File: src/rtl/loa_pkg.sv
// Shared defaults and helpers for the lower-part-OR approximate adder.
//   LOA_WIDTH      : default operand/sum width
//   LOA_MAX_APPROX : default ceiling on approximate lower bits
//   clamp_k        : effective k = min(requested, ceiling)
//   kw_of          : width of the approx_k field for a given ceiling (>=1)
package loa_pkg;

   localparam int LOA_WIDTH      = 16;
   localparam int LOA_MAX_APPROX = 8;

   function automatic int unsigned clamp_k(input int unsigned req, input int unsigned max_k);
      return (req > max_k) ? max_k : req;
   endfunction

   // A ceiling of 0 would give a zero-width field; keep at least one bit.
   function automatic int kw_of(input int max_k);
      return (max_k > 0) ? $clog2(max_k + 1) : 1;
   endfunction

endpackage

File: src/rtl/loa_core.sv
// Combinational datapath of the approximate adder, split into the two halves
// that sit on either side of the first pipeline register.
//   Front half (a, b, cin, k -> lower, carry):
//     lower = (a | b) restricted to bits below k, carry = boundary carry.
//   Back half (up_a, up_b, up_lower, up_carry, up_k -> sum, cout):
//     exact ripple add of bits k..WIDTH-1 plus the boundary carry, merged
//     with the registered lower OR result.
// No state.
module loa_core #(
   parameter int WIDTH = 16,
   parameter int KW    = 4
) (
   input  logic [WIDTH-1:0] a,
   input  logic [WIDTH-1:0] b,
   input  logic             cin,
   input  logic [KW-1:0]    k,
   output logic [WIDTH-1:0] lower,
   output logic             carry,
   input  logic [WIDTH-1:0] up_a,
   input  logic [WIDTH-1:0] up_b,
   input  logic [WIDTH-1:0] up_lower,
   input  logic             up_carry,
   input  logic [KW-1:0]    up_k,
   output logic [WIDTH-1:0] sum,
   output logic             cout
);

   // Ones in bit positions below kk.
   function automatic logic [WIDTH-1:0] mask_of(input logic [KW-1:0] kk);
      logic [WIDTH-1:0] m;
      m = '0;
      for (int i = 0; i < WIDTH; i++) m[i] = (i < int'(kk));
      return m;
   endfunction

   logic [WIDTH-1:0] lo_mask, top_bit, up_mask;
   logic [WIDTH:0]   ext;

   always_comb begin
      lo_mask = mask_of(k);
      // Single-hot at bit k-1; picks a[k-1]&b[k-1] without a variable index.
      top_bit = lo_mask & ~(lo_mask >> 1);
      lower   = (a | b) & lo_mask;
      carry   = (k == '0) ? cin : |(a & b & top_bit);
   end

   always_comb begin
      up_mask = mask_of(up_k);
      // Operand bits below k are zeroed, so carry<<k lands exactly at bit k.
      ext  = {1'b0, up_a & ~up_mask} + {1'b0, up_b & ~up_mask}
           + ({{WIDTH{1'b0}}, up_carry} << up_k);
      sum  = ext[WIDTH-1:0] | up_lower;
      cout = ext[WIDTH];
   end

endmodule

File: src/rtl/loa_pipe_adder.sv
// Two-stage pipelined lower-part-OR approximate adder with valid/ready flow.
//   clk, rst_n           : clock, asynchronous active-low reset
//   in_valid/in_ready    : operand handshake (a, b, cin, approx_k)
//   out_valid/out_ready  : result handshake (sum, cout)
// S1 holds the lower OR result, boundary carry, effective k and operands;
// S2 holds the finished sum/cout. Latency is 2 cycles, throughput 1/cycle.
module loa_pipe_adder
   import loa_pkg::*;
#(
   parameter int WIDTH      = LOA_WIDTH,
   parameter int MAX_APPROX = LOA_MAX_APPROX
) (
   input  logic                         clk,
   input  logic                         rst_n,
   input  logic                         in_valid,
   output logic                         in_ready,
   input  logic [WIDTH-1:0]             a,
   input  logic [WIDTH-1:0]             b,
   input  logic                         cin,
   input  logic [kw_of(MAX_APPROX)-1:0] approx_k,
   output logic                         out_valid,
   input  logic                         out_ready,
   output logic [WIDTH-1:0]             sum,
   output logic                         cout
);

   localparam int KW = kw_of(MAX_APPROX);

   logic [2:1]       vld_pipe;
   logic [KW-1:0]    k_eff, s1_k;
   logic [WIDTH-1:0] s1_lower, s1_a, s1_b, lower_d, sum_d;
   logic             s1_carry, carry_d, cout_d;
   logic             s2_load, s1_load;

   assign k_eff = KW'(clamp_k(32'(approx_k), MAX_APPROX));

   // S2 takes a new beat when empty or draining; S1 follows it.
   assign s2_load   = !vld_pipe[2] || out_ready;
   assign in_ready  = !vld_pipe[1] || s2_load;
   assign s1_load   = in_valid && in_ready;
   assign out_valid = vld_pipe[2];

   loa_core #(.WIDTH(WIDTH), .KW(KW)) u_core (
      .a        (a),
      .b        (b),
      .cin      (cin),
      .k        (k_eff),
      .lower    (lower_d),
      .carry    (carry_d),
      .up_a     (s1_a),
      .up_b     (s1_b),
      .up_lower (s1_lower),
      .up_carry (s1_carry),
      .up_k     (s1_k),
      .sum      (sum_d),
      .cout     (cout_d)
   );

   always_ff @(posedge clk or negedge rst_n) begin
      if (!rst_n) begin
         vld_pipe <= '0;
         s1_lower <= '0;
         s1_carry <= 1'b0;
         s1_k     <= '0;
         s1_a     <= '0;
         s1_b     <= '0;
         sum      <= '0;
         cout     <= 1'b0;
      end else begin
         if (in_ready) begin
            vld_pipe[1] <= in_valid;
            if (s1_load) begin
               s1_lower <= lower_d;
               s1_carry <= carry_d;
               s1_k     <= k_eff;
               s1_a     <= a;
               s1_b     <= b;
            end
         end
         if (s2_load) begin
            vld_pipe[2] <= vld_pipe[1];
            if (vld_pipe[1]) begin
               sum  <= sum_d;
               cout <= cout_d;
            end
         end
      end
   end

endmodule

File: config.mk
export PLATFORM = sky130hd
export DESIGN_NAME = loa_pipe_adder
export DESIGN_NICKNAME = d
export VERILOG_FILES = /design/src/rtl/loa_pkg.sv /design/src/rtl/loa_core.sv /design/src/rtl/loa_pipe_adder.sv
export SDC_FILE = /design/constraint.sdc
export NUM_CORES = 1
export LEC_CHECK = 0
export ABC_AREA = 1
export CORE_UTILIZATION = 55
export DETAILED_ROUTE_END_ITERATION = 6
export GPL_TIMING_DRIVEN = 0
export PLACE_DENSITY_LB_ADDON = 0.15
export SLEW_MARGIN = 20
export SYNTH_ARGS = -nofsm -noshare
export SYNTH_HDL_FRONTEND = slang
export SYNTH_HIERARCHICAL = 1
export SYNTH_SLANG_ARGS = --single-unit
File: constraint.sdc
create_clock -name clk -period 6.4 [get_ports clk]
set_clock_uncertainty 0.2 [all_clocks]
set_input_delay 1.92 -clock clk [delete_from_list [all_inputs] [get_ports clk]]
set_output_delay 1.92 -clock clk [all_outputs]
set_load 0.01 [all_outputs]
==> results.yml <==
layout:
  final_nets: 895
  fill_cells: 859
  antennaDiodeCount: 0
  syn2layout_area_growth_pct: 17.96
  seq_area_sq_um: 1802
  drive_gt1_frac: 0.1270
  utilization: 0.6822
  multi_input_area_sq_um: 3022
global_routing:
  grt.total_usage: 0.3102
  grtUsageMet3: 0.04486
  grt_use_met2: 0.5060
  antenna_found_initial: 0
  met1_usage: 0.4244
  overflow: 0
  grt_first_pass_wirelength_um: 23780
  grt-busiest-layer: "met2"
  grt_start_max_net_pins: 62
  first_global_vias: 4856
clocking:
  cts_hold_buffers: 0
  post_cts_buffers: 0
  clock_latency_ps: 350
  cts_sinks: 72
  htree_num_levels: 3
  cts.reportedPaths.clkPinSlew_ps: 70
  cts_resized: 0
  clockRootBuffer: "clkbuf_8"
  cts_buffers: 9
  cts.path.max_buffers: 2
  cts_tree: "yes"
worst_setup_path:
  critPathMaxStageDelay_ps: 540
  crit_start: "out_ready"
  crit_slowest_cell: "clkdlybuf4s50_1"
  worstPathArrival_ps: 3410
  critPathRequiredTime_ps: 4280
  end_kind: "primary output"
  crit_fanout: 10
  critical_path_class: "in2out"
  regToRegStartpoint: "s1_k[1]$_DFFE_PN0P_"
  cp-start-kind: "input port"
  cp_cell_sequence: "clkdlybuf4s50_1 > inv_2 > nand3_4 > buf_8 > buf_8 > clkdlybuf4s50_1"
floorplanning:
  die_w_um: 101.3
  initial_core_util: 0.5784
  die_h_um: 101.3
  fp-row-count: 35
  die_area_sq_um: 10260
  io_pins: 60
  core_area_sq_um: 9371
detailed_routing:
  vias: 4976
  dr.pass1.iters: 5
  wire_per_inst_um: 15.20
  ant_nets: 0
  dr.first_iter.drc_count: 336
  drcViolationCount: 0
  drt-total-wl_um: 14530
  avgViaCountPerCell: 5.205
sta:
  hold_viol: 0
  tns_ps: 0
  clock.fmax_mhz: 180.8
  timing.hold.ws_ps: 273.8
  tightestPinTransition_ps: 679.2
  setup_violations: 0
  rsz0062_at_grt: "false"
  slew_headroom: 0.5455
  period_needed_ps: 5531
  fin_crit_sh: 0.8642
  finalMaxSlewViolations: 0
power_and_ir_drop:
  leakagePower_nw: 3.452
  p_sw_mw: 0.6817
  pwr-share-seq: 0.354
  swShare: 0.3927
  vdd_ir_drop_max_v: 0.0001300
  power.density_nw_per_um2: 271.5
  power.internal_mw: 1.054
  pwr-share-comb: 0.427
  clock_power_share: 0.219
yosys:
  ys_warn_count: 6
  synth_cells: 752
  syn_area_per_cell_sq_um: 7.208
  synth_seq_cells: 72
  syn_area_sq_um: 5420
  syn-num-nets: 825
  synth.distinct_cells: 34
  ys_seq_area_frac: 0.3324
placed_design:
  hpwl_um: 11790
  port_buffers: 58
  place_congestion: 0.9237
hold_path:
  min-delay-start: "s1_a[0]$_DFFE_PN0P_"
  hp-class: "reg2reg"
flow_run:
  cap_violations: 0
outcome:
  outcome: "finished clean"
critical path, delay by kind of cell:
family | cells | cell delay, ps
AND/OR/NAND/NOR | 1 | 80
buffers and inverters | 5 | 1400
registers in the layout, indices dropped and copies added, names as in the netlist:
signal and count:
s1_a 16, cout 1, sum 16, s1_carry 1
s1_b 16, s1_lower 16, vld_pipe 2, s1_k 4
path summary, 6_finish.rpt:
check	cells past startpoint	slack, ps	to
min reg2reg	2	270	s1_a[0]$_DFFE_PN0P_
max reg2reg	16	2760	cout$_DFFE_PN0P_
min in group asynchronous	1	1200	sum[14]$_DFFE_PN0P_
max in group asynchronous	2	4240	sum[4]$_DFFE_PN0P_
min	2	270	s1_a[0]$_DFFE_PN0P_
max	6	870	in_ready
cell usage after synthesis, drive strengths merged:
master,n,area share
a21oi,13,0.012
nor2,70,0.049
ha,15,0.035
inv,95,0.066
nand4,4,0.0046
fa,17,0.063
nand3b,6,0.0083
clkbuf,2,0.0014
and3,2,0.0023
nor4,2,0.0023
nor3b,1,0.0014
nand2,297,0.21
xnor2,1,0.0016
nand3,102,0.14
o21ai,9,0.0083
dfrtp,72,0.33
conb,1,0.00069
nor3,3,0.0028
or2,4,0.0046
buf,27,0.043
o21a,8,0.011
o211a,1,0.0018
cell usage in the layout (no fill, tap or decap), types with 2 or more instances in the layout:
cell type / n
nand2_1: 293
inv_1: 92
dfrtp_1: 72
nor2_1: 69
clkdlybuf4s50_1: 57
nand3_1: 53
nand3_2: 48
buf_2: 17
fa_1: 17
ha_1: 15
a21oi_1: 13
clkbuf_8: 9
o21a_1: 8
o21ai_0: 8
nand3b_1: 6
buf_12: 4
nand4_1: 4
inv_2: 3
buf_4: 3
nand2_2: 3
inv_6: 3
nor3_1: 3
or2_2: 3
clkbuf_1: 2
buf_6: 2
buf_8: 2
clkinvlp_4: 2
nor4_1: 2
and3_1: 2
stage by stage:
stage,cells,cell area (sq um),power (mW),setup slack [ps]
after floorplan,752,5420,1.070,1910
final,956,6394,1.736,869.0
after detailed placement,940,6187,1.360,861.2
after global routing,956,6394,1.868,833.4
after CTS,956,6394,1.745,851.3
after global placement,939,6162,1.346,859.2
cells by family (layout without fill, tap and decap cells):
| kind of cell | count (synthesis) | count (layout) | share of synthesized area |
|---|---|---|---|
| simple gates | 491 | 491 | 0.4245 |
| buf+inv | 124 | 199 | 0.1101 |
| flops | 72 | 72 | 0.3324 |
| fa+ha+maj | 32 | 32 | 0.09742 |
| compound gates | 31 | 31 | 0.03324 |
| other cells | 1 | 1 | 0.0006919 |
| xor+xnor | 1 | 1 | 0.001616 |
final cells by class:
type	count	area share
buffer	29	0.03757
clock buffer	9	0.01937
clock inverter	7	0.01292
inverter	95	0.05577
multi-input combinational	556	0.4726
sequential	72	0.2818
tap	129	0.02524
timing repair buffer	59	0.09472
power groups by stage:
stage	logic, mW	registers (mW)	clock network [mW]
finish	0.742	0.615	0.380
global route	0.836	0.625	0.407
CTS	0.744	0.613	0.387
detailed placement	0.738	0.622	0
global placement	0.729	0.617	0
floorplan	0.440	0.630	0
layer usage:
layer	wire, um	part of all wire
met1	6668	0.46
met4	340	0.023
met3	756	0.052
met5	0	0
met2	6768	0.47
Power figures use the tool's default switching activity.
